<file path="src/rtl/core_pkg.sv">
// core_pkg: shared types and constants for the RV32 multi-cycle core.
package core_pkg;
    localparam int XLEN_DEFAULT = 32;
    localparam logic [31:0] NOP_INSTR = 32'h0000_0013;
    typedef enum logic {FETCH, EXEC} fetch_state_t;
endpackage

</file>
<file path="src/rtl/pc_next_mux.sv">
// pc_next_mux: selects the next PC from jump/branch controls and flags unaligned targets.
module pc_next_mux
    import core_pkg::*;
#(
    parameter int XLEN = XLEN_DEFAULT
) (
    input  logic [XLEN-1:0] pc,
    input  logic [XLEN-1:0] imm,
    input  logic [XLEN-1:0] alu_result,
    input  logic            b_out,
    input  logic            jal,
    input  logic            jalr,
    output logic [XLEN-1:0] next_pc,
    output logic            misaligned
);
    always_comb begin
        next_pc    = jalr ? {alu_result[XLEN-1:1], 1'b0} : (jal || b_out) ? pc + imm : pc + XLEN'(4);
        misaligned = |next_pc[1:0];
    end
endmodule

</file>
<file path="src/rtl/pc_fetch_unit.sv">
// pc_fetch_unit: PC register and req/ack instruction fetch FSM; one instruction per FETCH+EXEC pair.
module pc_fetch_unit
    import core_pkg::*;
#(
    parameter logic [31:0] RESET_PC = 32'h0000_0000,
    parameter int          XLEN     = XLEN_DEFAULT
) (
    input  logic            clk,
    input  logic            rst,
    output logic            if_req,
    output logic [XLEN-1:0] if_addr,
    input  logic            if_ack,
    input  logic [31:0]     if_rdata,
    output logic [31:0]     instr,
    output logic            instr_valid,
    input  logic            ex_stall,
    input  logic            b_out,
    input  logic            jal,
    input  logic            jalr,
    input  logic [XLEN-1:0] imm,
    input  logic [XLEN-1:0] alu_result,
    output logic [XLEN-1:0] pc,
    output logic [XLEN-1:0] pc_plus4,
    output logic            misalign_err,
    output logic [31:0]     instret
);
    fetch_state_t state, state_d;
    logic [XLEN-1:0] next_pc;
    logic misaligned, fetch_done, retire;

    pc_next_mux #(.XLEN(XLEN)) u_next (
        .pc(pc), .imm(imm), .alu_result(alu_result),
        .b_out(b_out), .jal(jal), .jalr(jalr),
        .next_pc(next_pc), .misaligned(misaligned)
    );

    always_ff @(posedge clk)
        state <= rst ? FETCH : state_d;

    always_comb begin
        fetch_done = (state == FETCH) && if_ack;
        retire     = (state == EXEC) && !ex_stall;
        state_d    = fetch_done ? EXEC : retire ? FETCH : state;
    end

    always_ff @(posedge clk) begin
        if (rst) begin
            pc           <= XLEN'(RESET_PC);
            instr        <= NOP_INSTR;
            instr_valid  <= 1'b0;
            misalign_err <= 1'b0;
            instret      <= '0;
        end else if (fetch_done) begin
            instr       <= if_rdata;
            instr_valid <= 1'b1;
        end else if (retire) begin
            pc           <= next_pc;
            instr_valid  <= 1'b0;
            instret      <= instret + 32'd1;
            misalign_err <= misalign_err | misaligned;
        end
    end

    assign if_req   = (state == FETCH);
    assign if_addr  = pc;
    assign pc_plus4 = pc + XLEN'(4);
endmodule
</file>
<file path="config.mk">
export PLATFORM = sky130hd
export DESIGN_NAME = pc_fetch_unit
export DESIGN_NICKNAME = d
export VERILOG_FILES = /design/src/rtl/core_pkg.sv /design/src/rtl/pc_next_mux.sv /design/src/rtl/pc_fetch_unit.sv
export SDC_FILE = /design/constraint.sdc
export NUM_CORES = 1
export LEC_CHECK = 0
export ABC_AREA = 1
export CAP_MARGIN = 20
export CORE_AREA = 5 5 194 140
export DETAILED_ROUTE_END_ITERATION = 10
export DIE_AREA = 0 0 199 145
export MAX_ROUTING_LAYER = met4
export PLACE_DENSITY = 0.58
export SYNTH_ARGS = -nofsm -noshare
export SYNTH_HDL_FRONTEND = slang
export SYNTH_SLANG_ARGS = --single-unit
</file>
<file path="constraint.sdc">
create_clock -name clk -period 2.3 [get_ports clk]
set_input_delay 0.345 -clock clk [delete_from_list [all_inputs] [get_ports clk]]
set_output_delay 0.345 -clock clk [all_outputs]
set_load 0.03 [all_outputs]
</file>
==> qor.csv <==
metric,value,unit
numCtsBuffers,9,
cts_tree,done,
synthArstFlopShare,0,
dieArea,28860,sq um
gr-total-overflow,0,
fp.dieW,199,microns
cp.required,1960,ps
cts_hold_buffers,0,
drtPass1Iterations,5,
cts.htree.levels,3,
drt_iter0_markers,742,
netlist_instances,1377,
hold_slack,460.1,ps
critPathArrivalTime,1950,ps
cts_buffer_depth,2,
io-pin-count,266,
grt_pass1_vias,9075,
start_kind,register,
synth-edff-count,0,
cts.sinks,98,
port_buffers,264,
power,0.005451,W
yosysSeqAreaShare,0.2423,
via_per_inst,4.687,
postSynthAreaPerCell,5.880,sq um
vias,9552,
hold_viol_final,0,
power_leakage,5.916,nW
r2r_cells,15,
max_freq,0.4365,GHz
drcViolationCount,0,
core_area,25140,sq um
rsz0062_at_grt,true,
power_density,433.1,nW/um^2
fin_crit_sh,0.9961,
clock_latency,370,ps
slew-limit-headroom,0.7075,
grt_usage,0.2341,
antenna_found_initial,0,
die_y,145,microns
cts_root_buf,clkbuf_16,
ant_nets,0,
path_buf_inv,3,
cts.clk_slew.worst_paths,80,ps
synth_flop_cell,dfxtp_1,
gp_congestion,0.9683,
finalSetupViolCount,0,
fin_skew,9.630,ps
rows,49,
syn-num-nets,1514,
nets,1839,
ys_seq_elements,98,
cp_cell_sequence,inv_1 -> nor3_4 -> nand2_2 -> nor2_4 -> xor2_1 -> buf_4 -> buf_12,
peakVddDrop,369.4,uV
hpwl,27120,microns
fin_crit,2291,ps
start_util,0.3221,
critPathSlowestCell,dfxtp_4,
num-fill-cells,2630,
path_depth,7,
synth_area,8097,sq um
path_class,register to output pin,
routedWlPerCell,16.63,microns
worst_setup_path_end_kind,output pin,
maxCapViolCount,0,
path_max_fanout,7,
hold_depth,2,
status,completed,
tightestPinTransition,438.2,ps
grt_first_pass_wirelength,51540,microns
max_stage_delay,400,ps
setup_tns,0,ps
drive_gt1_frac,0.1693,
area_growth,55.45,%
diodes,0,
cpLargestDelayFamily,simple AND/OR/NAND/NOR gates,
yosys_warnings,0,
final-max-slew-violation-count,0,
grt_max_degree,47,
synthDistinctLibCells,51,
hp-class,register to register,
finalWirelength,33900,microns
-- synthesized netlist by cell type, types with 3 or more instances --
cell type  instances  area [sq um]
nand2_1          441          1655
nor2_1           205         769.5
inv_1            196         735.7
dfxtp_1           98          1962
nand3_1           71         355.3
o21ai_0           56         280.3
a21oi_1           47         235.2
buf_4             35         262.8
ha_1              33         412.9
xor2_1            28         245.2
clkbuf_1          24         90.09
nor3_1            22         110.1
nand4_1           15         93.84
nand2_2           10         62.56
nand3b_1           8         60.06
nor2_2             8         50.05
nor2_4             7         78.83
inv_2              6         22.52
nor3b_2            6         75.07
nor3_2             5         50.05
o21ai_1            5         25.02
or2_2              5         31.28
xnor2_1            5         43.79
nand3_2            4         40.04
o211ai_1           4         30.03
o21a_1             3         22.52
-- stage by stage --
step	cells	worst slack [ps]	area, sq um	utilization
after floorplan	1377	25.56	8112	-
final	2038	9.057	12590	0.5007
after detailed placement	2008	-287.7	11770	0.4682
after global routing	2038	-42.83	12590	0.5007
after CTS	2031	-7.220	12330	0.4904
after global placement	2008	-262.2	11770	0.4682
-- cell type report --
cell class | count | area, sq um | share of cell area
multi-input combinational | 1014 | 5295 | 0.4207
timing repair buffer | 376 | 3749 | 0.2978
clock inverter | 5 | 85.08 | 0.006760
tap | 331 | 414.1 | 0.03291
sequential | 98 | 2028 | 0.1611
inverter | 203 | 772.0 | 0.06134
clock buffer | 11 | 242.7 | 0.01929
-- per-layer routing --
metal  vias up  wire, microns  part of all wire  GRT usage
met5         -              0                 0          -
met4         0            552             0.016    0.04921
met3        43           3199             0.094    0.05886
met2       395          13850              0.41     0.3249
met1      4226          16290              0.48     0.3426
li1       4888              -                 -          -
-- cell families (layout without fill, tap and decap cells) --
logic type | Yosys count | in the layout | share of synthesized area
buffers and inverters | 265 | 595 | 0.1399
DFF | 98 | 98 | 0.2423
and+or+nand+nor | 817 | 817 | 0.4400
xor gates and xnor gates | 34 | 34 | 0.03771
AOI/OAI and AO/OA | 129 | 129 | 0.08670
adders and majority gates | 34 | 34 | 0.05347
-- tightest hold or removal path, stage by stage (launching register included) --
cell,delay [ps]
dfxtp_1,330
nand2_1,50
nand3_1,50
-- path summary, 6_finish.rpt --
check                          startpoint                       end  slack, ps
hold reg to reg     instr[4]$_SDFFE_PP1P_     instr[4]$_SDFFE_PP1P_        460
hold / removal      instr[4]$_SDFFE_PP1P_     instr[4]$_SDFFE_PP1P_        460
setup reg to reg  if_addr[2]$_SDFFE_PP0P_  if_addr[25]$_SDFFE_PP0P_        140
setup / recovery  if_addr[7]$_SDFFE_PP0P_              pc_plus4[11]          9
-- placed cells by master, fill, tap and decap left out, types with 21 or more instances in the layout --
cell type        Yosys  routed
dfxtp_1             98      73
o21ai_0             56      56
nand3_1             71      70
a21oi_1             47      47
buf_4               35     107
inv_1              196     195
nand2_2             10      29
nand2_1            441     420
ha_1                33      29
buf_12               0      24
xor2_1              28      21
clkdlybuf4s50_1      0     236
nor2_1             205     194
-- registers in the layout, indices dropped and copies added (netlist names) --
name and count:
misalign_err 1, if_addr 32, instret 32, instr 32
instr_valid 1
-- what timing repair did --
action	in CTS	in global routing
buffers inserted	7	7
resized for setup	58	61
setup endpoints to repair	26	33
pin swaps	9	27
-- report_power, final --
part / leakage (nW) / total [W] / switching (W) / internal (W)
Sequential: 0.816 / 0.00186 / 0.0000850 / 0.00177
Clock: 0.162 / 0.00177 / 0.000774 / 0.000996
Combinational: 4.94 / 0.00182 / 0.00102 / 0.000806
Total: 5.92 / 0.00545 / 0.00188 / 0.00357
Note: power is estimated with default switching activity, not from simulation.
